==> src/rtl/scsi_xfer_sequencer.sv <==
// scsi_xfer_sequencer: sequences the SCSI byte-wide datapath between FIFO, CPU and SCSI chip.
// DMA bytes run under DREQ/DACK; CPU register accesses are slotted between DMA bytes.
// Optional macro SCSI_FLUSH_EN adds FLUSH/FLUSH_BYTES to commit a partial S2F longword.
module scsi_xfer_sequencer #(
  parameter int unsigned STROBE_CYC = 2,
  parameter int unsigned SETUP_CYC  = 1
) (
  input  logic       CLK,
  input  logic       RST,
  input  logic       DMAENA,
  input  logic       DMADIR,
  input  logic       DREQ,
  output logic       DACK,
  input  logic       FIFO_EMPTY,
  input  logic       FIFO_FULL,
  output logic       FIFO_RD,
  output logic       FIFO_BYTE_WE,
  output logic       FIFO_COMMIT,
  input  logic       CPU_REQ,
  input  logic       CPU_RW,
  output logic       CPU_ACK,
  output logic       F2S,
  output logic       S2F,
  output logic       CPU2S,
  output logic       S2CPU,
  output logic       BO0,
  output logic       BO1,
  output logic       LS2CPU,
  output logic       SCSI_RD,
  output logic       SCSI_WR,
`ifdef SCSI_FLUSH_EN
  input  logic       FLUSH,
  output logic [1:0] FLUSH_BYTES,
`endif
  output logic       BUSY
);

  localparam int unsigned TW = 3;
  localparam logic [TW-1:0] SETUP_LD  = (SETUP_CYC  > 1) ? TW'(SETUP_CYC - 1)  : '0;
  localparam logic [TW-1:0] STROBE_LD = (STROBE_CYC > 1) ? TW'(STROBE_CYC - 1) : '0;
  localparam bit HAS_SETUP = (SETUP_CYC != 0);

  typedef enum logic [3:0] {
    IDLE, F_FETCH, SETUP, STROBE, HOLD, S_STORE, C_SETUP, C_STROBE, C_DONE
  } state_e;

  state_e        state_q, state_d;
  logic [1:0]    lane_q, lane_d;
  logic [TW-1:0] timer_q, timer_d;
  logic          dir_q, dir_d;
  logic          rw_q, rw_d;
  logic          go_byte;
  logic          flush_d;

  logic dack_q, dack_d, fifo_rd_q, fifo_rd_d, we_q, we_d, commit_q, commit_d;
  logic ack_q, ack_d, f2s_q, f2s_d, s2f_q, s2f_d, cpu2s_q, cpu2s_d, s2cpu_q, s2cpu_d;
  logic [1:0] bo_q, bo_d, fbytes_q, fbytes_d;
  logic ls2cpu_q, ls2cpu_d, rd_q, rd_d, wr_q, wr_d, busy_q, busy_d;

  // Next-state: IDLE arbitration (CPU first, then DMA) and timed byte/access phases
  always_comb begin
    state_d = state_q;
    lane_d  = lane_q;
    timer_d = timer_q;
    dir_d   = dir_q;
    rw_d    = rw_q;
    go_byte = 1'b0;
    flush_d = 1'b0;
    case (state_q)
      IDLE: begin
        dir_d = DMADIR;
        if (CPU_REQ) begin
          rw_d = CPU_RW;
          if (HAS_SETUP) begin
            state_d = C_SETUP;
            timer_d = SETUP_LD;
          end else begin
            state_d = C_STROBE;
            timer_d = STROBE_LD;
          end
        end else if ((DMADIR != dir_q) && (lane_q != 2'd0)) begin
          // direction flip discards the partial longword
          lane_d = 2'd0;
        end
`ifdef SCSI_FLUSH_EN
        else if (FLUSH && !DMADIR && (lane_q != 2'd0)) begin
          lane_d  = 2'd0;
          flush_d = 1'b1;
        end
`endif
        else if (DMAENA && DREQ) begin
          if (DMADIR) begin
            if (lane_q != 2'd0) go_byte = 1'b1;
            else if (!FIFO_EMPTY) state_d = F_FETCH;
          end else if ((lane_q != 2'd0) || !FIFO_FULL) begin
            go_byte = 1'b1;
          end
        end
      end
      F_FETCH: go_byte = 1'b1;
      SETUP: begin
        if (timer_q != '0) timer_d = timer_q - TW'(1);
        else begin
          state_d = STROBE;
          timer_d = STROBE_LD;
        end
      end
      STROBE: begin
        if (timer_q != '0) timer_d = timer_q - TW'(1);
        else state_d = dir_q ? HOLD : S_STORE;
      end
      HOLD, S_STORE: begin
        lane_d  = lane_q + 2'd1;
        state_d = IDLE;
      end
      C_SETUP: begin
        if (timer_q != '0) timer_d = timer_q - TW'(1);
        else begin
          state_d = C_STROBE;
          timer_d = STROBE_LD;
        end
      end
      C_STROBE: begin
        if (timer_q != '0) timer_d = timer_q - TW'(1);
        else state_d = C_DONE;
      end
      C_DONE:  state_d = IDLE;
      default: state_d = IDLE;
    endcase
    if (go_byte) begin
      if (HAS_SETUP) begin
        state_d = SETUP;
        timer_d = SETUP_LD;
      end else begin
        state_d = STROBE;
        timer_d = STROBE_LD;
      end
    end
  end

  // Output decode from the next state so every output is registered alongside the state
  always_comb begin
    dack_d    = 1'b0;
    fifo_rd_d = 1'b0;
    we_d      = 1'b0;
    commit_d  = flush_d;
    fbytes_d  = flush_d ? lane_q : 2'd0;
    ack_d     = 1'b0;
    f2s_d     = 1'b0;
    s2f_d     = 1'b0;
    cpu2s_d   = 1'b0;
    s2cpu_d   = 1'b0;
    bo_d      = 2'd0;
    ls2cpu_d  = 1'b1;
    rd_d      = 1'b0;
    wr_d      = 1'b0;
    busy_d    = (state_d != IDLE);
    case (state_d)
      F_FETCH: begin
        fifo_rd_d = 1'b1;
        f2s_d     = 1'b1;
        bo_d      = lane_d;
      end
      SETUP, STROBE, HOLD: begin
        f2s_d  = dir_d;
        s2f_d  = !dir_d;
        dack_d = 1'b1;
        bo_d   = lane_d;
        if (state_d == STROBE) begin
          wr_d = dir_d;
          rd_d = !dir_d;
        end
      end
      S_STORE: begin
        s2f_d    = 1'b1;
        dack_d   = 1'b1;
        we_d     = 1'b1;
        bo_d     = lane_d;
        commit_d = (lane_d == 2'd3);
      end
      C_SETUP, C_STROBE, C_DONE: begin
        cpu2s_d = !rw_d;
        s2cpu_d = rw_d;
        if (state_d == C_STROBE) begin
          wr_d     = !rw_d;
          rd_d     = rw_d;
          ls2cpu_d = !(rw_d && (timer_d == '0));
        end
        ack_d = (state_d == C_DONE);
      end
      default: ;
    endcase
  end

  // State, counters and registered outputs with synchronous reset
  always_ff @(posedge CLK) begin
    if (RST) begin
      state_q <= IDLE;   lane_q <= 2'd0;   timer_q <= '0;
      dir_q <= 1'b0;     rw_q <= 1'b0;
      dack_q <= 1'b0;    fifo_rd_q <= 1'b0; we_q <= 1'b0;   commit_q <= 1'b0;
      fbytes_q <= 2'd0;  ack_q <= 1'b0;     f2s_q <= 1'b0;  s2f_q <= 1'b0;
      cpu2s_q <= 1'b0;   s2cpu_q <= 1'b0;   bo_q <= 2'd0;   ls2cpu_q <= 1'b1;
      rd_q <= 1'b0;      wr_q <= 1'b0;      busy_q <= 1'b0;
    end else begin
      state_q <= state_d; lane_q <= lane_d;   timer_q <= timer_d;
      dir_q <= dir_d;     rw_q <= rw_d;
      dack_q <= dack_d;   fifo_rd_q <= fifo_rd_d; we_q <= we_d; commit_q <= commit_d;
      fbytes_q <= fbytes_d; ack_q <= ack_d;   f2s_q <= f2s_d; s2f_q <= s2f_d;
      cpu2s_q <= cpu2s_d; s2cpu_q <= s2cpu_d; bo_q <= bo_d;   ls2cpu_q <= ls2cpu_d;
      rd_q <= rd_d;       wr_q <= wr_d;       busy_q <= busy_d;
    end
  end

  assign DACK         = dack_q;
  assign FIFO_RD      = fifo_rd_q;
  assign FIFO_BYTE_WE = we_q;
  assign FIFO_COMMIT  = commit_q;
  assign CPU_ACK      = ack_q;
  assign F2S          = f2s_q;
  assign S2F          = s2f_q;
  assign CPU2S        = cpu2s_q;
  assign S2CPU        = s2cpu_q;
  assign BO0          = bo_q[0];
  assign BO1          = bo_q[1];
  assign LS2CPU       = ls2cpu_q;
  assign SCSI_RD      = rd_q;
  assign SCSI_WR      = wr_q;
  assign BUSY         = busy_q;
`ifdef SCSI_FLUSH_EN
  assign FLUSH_BYTES  = fbytes_q;
`else
  logic unused_fbytes;
  assign unused_fbytes = ^fbytes_q;
`endif

endmodule

==> config.mk <==
export PLATFORM = sky130hd
export DESIGN_NAME = scsi_xfer_sequencer
export DESIGN_NICKNAME = d
export VERILOG_FILES = /design/src/rtl/scsi_xfer_sequencer.sv
export SDC_FILE = /design/constraint.sdc
export NUM_CORES = 1
export LEC_CHECK = 0
export ABC_AREA = 1
export CAP_MARGIN = 10
export CORE_MARGIN = 2
export CORE_UTILIZATION = 38
export CTS_BUF_LIST = sky130_fd_sc_hd__clkbuf_16
export DETAILED_ROUTE_END_ITERATION = 12
export PLACE_DENSITY_LB_ADDON = 0.3
export SKIP_CTS_REPAIR_TIMING = 1
export SYNTH_ARGS = -nofsm -noshare
export SYNTH_HDL_FRONTEND = slang
export SYNTH_SLANG_ARGS = --single-unit
==> constraint.sdc <==
create_clock -name CLK -period 1.7 [get_ports CLK]
set_input_delay 0.34 -clock CLK [delete_from_list [all_inputs] [get_ports CLK]]
set_output_delay 0.34 -clock CLK [all_outputs]
set_load 0.005 [all_outputs]
==> impl_metrics.ini, run 1 <==
[clock_network]
clockBufferDepth = 2
clock_latency_ns = 0.26
clk_pin_slew_worst_paths_ns = 0.06
tritoncts = yes
cts.sinks = 26
cts-root-buf = clkbuf_16
cts_buffers = 3
htree_levels = 1

[yosys]
ys_warn_count = 0
syn_avg_cell_area_um2 = 7.20
synth_seq_cells = 26
syn-instance-count = 183
syn_nets = 196
syn-cell-area_um2 = 1320
ys_types = 26
synth_seq_area_share_pct = 39.5

[grt]
first_global_vias = 1064
globalRouteTotalUtil_pct = 14.6
antenna_found_initial = 0
overflow = 0
grt_max_degree = 15
grt_pass1_wl_um = 4620

[sta]
slew_headroom_pct = 75.9
max_freq_mhz = 620
setup_viol = 0
hold_viol = 0
drv_slew = 0
worst_pin_slew_ns = 0.358
finalClockSkew_ns = 0.00491
finalCriticalPeriod_ns = 1.61
hold_slack_ns = 0.570
layout_setup_ws_ns = 0.0870
fin_setup_tns_ns = 0
finalCritPeriodShare_pct = 94.9

[place]
place_hpwl_um = 2150
postPlaceCellArea_um2 = 1670
routabilityCongestion = 0.866
io_buffers = 23
pre_cts_slack_ns = -0.221

[layout]
design_area_um2 = 1900
area_delta_synth_final_pct = 44.0
antenna_cells = 0
drive_gt1_share_pct = 27.5
nFillCells = 310
regArea_um2 = 526
nets = 236
multi_input_area_um2 = 767

[route]
vias = 1225
drt_iter0_drc = 43
viasPerCell = 4.57
remaining_drc_errors = 0
drt_wl_total_um = 3010
ant_nets = 0
wire_per_inst_um = 11.2
first_pass_iters = 5

[worst_setup_path]
worstPathArrival_ns = 1.80
crit_path_start_kind = flop
end_kind = flop
r2r_cells = 11
crit_start = lane_q[0]$_SDFF_PP0_
regToRegStartpoint = lane_q[0]$_SDFF_PP0_
regToRegEndpoint = FIFO_COMMIT$_SDFF_PP0_
rrSetupSlack_ns = 0.09
crit_type = reg2reg
crit_fanout = 4
critical_path_required_ns = 1.89
cp-endpoint = FIFO_COMMIT$_SDFF_PP0_

[pwr]
power.density_nw_per_um2 = 1670
ir_drop_mv = 0.955
leakage_nw = 0.896

[floorplanning]
die-area_um2 = 3950
core_um2 = 3340
die_x_um = 62.9
die_h_um = 62.9
row_count = 21
initial_core_util_pct = 39.5
ios = 24

[worst_hold_path]
hold_path.class = reg2reg

[outcome]
status = finished, final reports clean

[flow_run]
drv_cap = 0
==> logic make-up (layout without fill, tap and decap cells) <==
logic type / count (synthesis) / in the layout / synth area share, %
DFF: 26 / 26 / 39.5
adders and majority gates: 4 / 4 / 3.80
xor gates and xnor gates: 1 / 1 / 0.665
buffers and inverters: 37 / 76 / 10.5
AOI/OAI and AO/OA: 13 / 13 / 6.46
and+or+nand+nor: 102 / 102 / 39.0
==> metrics by stage <==
stage | instances | power (W) | utilization [%]
4_1_cts | 264 | 0.00290 | 52.4
2_1_floorplan | 183 | 0.00183 | -
3_3_place_gp | 260 | 0.00237 | 50.0
5_1_grt | 268 | 0.00343 | 56.8
6_report | 268 | 0.00317 | 56.8
3_5_place_dp | 260 | 0.00237 | 50.0
==> sequential cells by signal, indices dropped and copies added (netlist names) <==
register,cells
S2F,1
state_q,4
S2CPU,1
F2S,1
timer_q,3
SCSI_RD,1
CPU2S,1
LS2CPU,1
FIFO_BYTE_WE,1
dir_q,1
rw_q,1
SCSI_WR,1
CPU_ACK,1
FIFO_COMMIT,1
FIFO_RD,1
DACK,1
bo_q,2
BUSY,1
lane_q,2
==> cells in the final DEF, fill, tap and decap left out, types with 4 or more instances in the layout <==
cell             netlist  routed
nor2_1                25      20
inv_2                  3       8
a21oi_1                4       4
nor2_4                 4       7
nand2_2                2       4
nand3_2                5       7
inv_1                 33      27
dfxtp_1               26      22
dfxtp_2                0       4
nand3_1               15      11
clkdlybuf4s50_1        0      22
nand2_1               44      41
buf_4                  0      13
==> power by group <==
part           internal, W  total (W)  switching [W]
Clock             0.000314   0.000511       0.000196
Sequential        0.000764   0.000845      0.0000805
Combinational     0.000775    0.00181        0.00104
Total              0.00185    0.00317        0.00131
==> layout make-up <==
| class | instances | share of cell area, % |
|---|---|---|
| clock buffer | 3 | 3.96 |
| clock inverter | 1 | 0.198 |
| inverter | 36 | 7.26 |
| multi-input combinational | 120 | 40.4 |
| sequential | 26 | 27.7 |
| tap | 46 | 3.03 |
| timing repair buffer | 36 | 17.4 |
==> routing by layer <==
| metal | up-vias | track usage, % | share of wire [%] |
|---|---|---|---|
| met5 | - | 0 | 0 |
| met4 | 0 | 6.67 | 1.5 |
| met3 | 5 | 2.70 | 3.7 |
| li1 | 649 | - | - |
| met1 | 549 | 19.9 | 47 |
| met2 | 22 | 22.1 | 47 |
==> cells in the mapped netlist (all sizes together) <==
library cell	count	area, µm²
a21oi	6	45.1
a31oi	1	6.26
clkbuf	1	3.75
dfxtp	26	521
ha	4	50.1
inv	36	135
nand2	47	189
nand3	20	125
nand3b	1	11.3
nand4	2	27.5
nor2	30	145
nor3	1	10.0
o21ai	5	25.0
o32ai	1	8.76
or2	1	6.26
xor2	1	8.76
==> worst min-delay path by stage <==
stage	start	end	slack, ns	depth (start not counted)
CTS	rw_q$_SDFF_PP0_	S2CPU$_SDFF_PP0_	0.57	2
detailed placement	rw_q$_SDFF_PP0_	S2CPU$_SDFF_PP0_	0.54	2
finish	rw_q$_SDFF_PP0_	S2CPU$_SDFF_PP0_	0.57	2
global route	timer_q[0]$_SDFF_PP0_	timer_q[0]$_SDFF_PP0_	0.62	4
global placement	rw_q$_SDFF_PP0_	S2CPU$_SDFF_PP0_	0.55	2
floorplan	RST	state_q[0]$_SDFF_PP0_	0.42	1
==> worst max-delay path: stages (launching register included) <==
cell and delay, ns:
dfxtp_2 0.32, inv_2 0.05, ha_4 0.16, inv_2 0.04, nand2_2 0.06, nor2_4 0.14
nor2_4 0.06, a21oi_4 0.21, nand2_4 0.09, nor2_4 0.16, nand3_4 0.11, nor3_2 0.14
Power figures use the tool's default switching activity.
==> inputs of run 2 (changes only) <==
- CTS_BUF_LIST: sky130_fd_sc_hd__clkbuf_16 -> sky130_fd_sc_hd__clkbuf_8 sky130_fd_sc_hd__clkbuf_16
==> run 2 against run 1 <==
Compared with the run above:
- largest cell class unchanged
- utilization is 0.26 points lower
- non-clock buffer count grew 2
- flip-flop and latch count unchanged
- critical endpoint unchanged
- first-iteration DRC count grew 2.3%
==> impl_metrics.ini, run 2 (same netlist as run 1, synthesis figures left out) <==
[worst_hold_path]
hold_path.class = reg2reg
min_to = S2CPU$_SDFF_PP0_
hold_start = rw_q$_SDFF_PP0_
hold_path_depth = 2

[sta]
fin_setup_tns_ns = 0
finalCriticalPeriod_ns = 1.62
drv_slew = 0
setup_viol = 0
hold_viol = 0
max_freq_mhz = 617
finalCritPeriodShare_pct = 95.3
slew_headroom_pct = 74.3
worst_pin_slew_ns = 0.381
finalClockSkew_ns = 0.00607

[floorplanning]
ios = 24
die-area_um2 = 3950
die_x_um = 62.9
core_um2 = 3340
initial_core_util_pct = 39.5
row_count = 21
die_h_um = 62.9

[worst_setup_path]
rrSetupSlack_ns = 0.08
regToRegStartpoint = lane_q[0]$_SDFF_PP0_
regToRegEndpoint = FIFO_COMMIT$_SDFF_PP0_
crit_type = reg2reg
critical_path_required_ns = 1.90
end_kind = flop
worstPathArrival_ns = 1.82
crit_fanout = 4
crit_path_start_kind = flop
r2r_cells = 11

[layout]
nets = 238
regArea_um2 = 526
largest_register_ffs = 4
reg.largest.list = state_q: 4 flops, timer_q: 3 flops
top_register = state_q
antenna_cells = 0
drive_gt1_share_pct = 28.6
fin_util_pct = 56.6
area_delta_synth_final_pct = 43.3
mostFrequentLayoutCells = nand2_1, inv_1, dfxtp_1, clkdlybuf4s50_1, nor2_1
design_area_um2 = 1890
nFillCells = 315
multi_input_area_um2 = 767
final_common_cell = nand2_1

[outcome]
status = finished, final reports clean

[place]
postPlaceCellArea_um2 = 1670
place_hpwl_um = 2150
routabilityCongestion = 0.866
io_buffers = 23

[route]
vias = 1224
remaining_drc_errors = 0
first_pass_iters = 4
ant_nets = 0
wire_per_inst_um = 11.3
drt_wl_total_um = 3050
drt_iter0_drc = 44
viasPerCell = 4.53

[pwr]
power.density_nw_per_um2 = 1630
ir_drop_mv = 0.885
leakage_nw = 0.896

[clock_network]
clockBufferDepth = 2
clock_latency_ns = 0.27
cts.sinks = 26
tritoncts = yes
cts_buffers = 3
htree_levels = 1
clk_pin_slew_worst_paths_ns = 0.09
cts-root-buf = clkbuf_8

[grt]
globalRouteTotalUtil_pct = 14.5
grt_max_degree = 15
overflow = 0
first_global_vias = 1061
antenna_found_initial = 0
grt_pass1_wl_um = 4600

[flow_run]
drv_cap = 0
-- run 2: cell count changes in the layout (fill, tap and decap cells not counted) --
cell       previous run  this run
clkbuf_8              0         4
buf_4                13        15
clkinv_1              1         0
clkbuf_16             3         0
-- run 2: per-stage QoR --
| step | cells | power [W] | worst slack [ns] | hold WS (ns) |
|---|---|---|---|---|
| final | 270 | 0.00307 | 0.0803 | 0.576 |
| after global routing | 270 | 0.00333 | -0.0647 | 0.619 |
| after CTS | 264 | 0.00277 | -0.0144 | 0.576 |
| after detailed placement | 260 | 0.00237 | -0.221 | 0.544 |
| after global placement | 260 | 0.00237 | -0.191 | 0.553 |
| after floorplan | 183 | 0.00183 | 0.193 | 0.415 |
-- run 2: how the worst max path moves through the flow --
stage	from	end	cells past startpoint
floorplan	timer_q[0]$_SDFF_PP0_	SCSI_RD$_SDFF_PP0_	11
global placement	DMADIR	CPU2S$_SDFF_PP0_	11
detailed placement	DMADIR	S2F$_SDFF_PP0_	12
CTS	timer_q[0]$_SDFF_PP0_	FIFO_COMMIT$_SDFF_PP0_	11
global route	state_q[1]$_SDFF_PP0_	bo_q[1]$_SDFF_PP0_	12
finish	lane_q[0]$_SDFF_PP0_	FIFO_COMMIT$_SDFF_PP0_	11
-- run 2: metal layers --
layer | vias up | wire [µm] | global-route usage [%]
li1 | 650 | - | -
met1 | 547 | 1470 | 19.9
met2 | 21 | 1430 | 21.8
met3 | 6 | 95 | 2.70
met4 | 0 | 57 | 6.67
met5 | - | 0 | 0
-- run 2: worst max-delay path, cell delays in order (launching register included) --
cell	delay, ns
dfxtp_2	0.33
inv_2	0.05
ha_4	0.16
inv_2	0.04
nand2_2	0.06
nor2_4	0.14
nor2_4	0.06
a21oi_4	0.21
nand2_4	0.09
nor2_4	0.16
nand3_4	0.11
nor3_2	0.15
-- run 2: power by group --
part           switching [W]  internal, W  leakage [nW]
logic                0.00105     0.000796         0.653
registers          0.0000798     0.000763         0.214
clock network       0.000180     0.000207        0.0288
total                0.00131      0.00177         0.896
-- run 2: layout make-up --
| class | count | area share [%] |
|---|---|---|
| Inverter | 36 | 7.29 |
| Timing Repair Buffer | 38 | 18.3 |
| Tap cell | 46 | 3.05 |
| Sequential cell | 26 | 27.8 |
| Clock buffer | 4 | 2.92 |
| Multi-Input combinational cell | 120 | 40.6 |
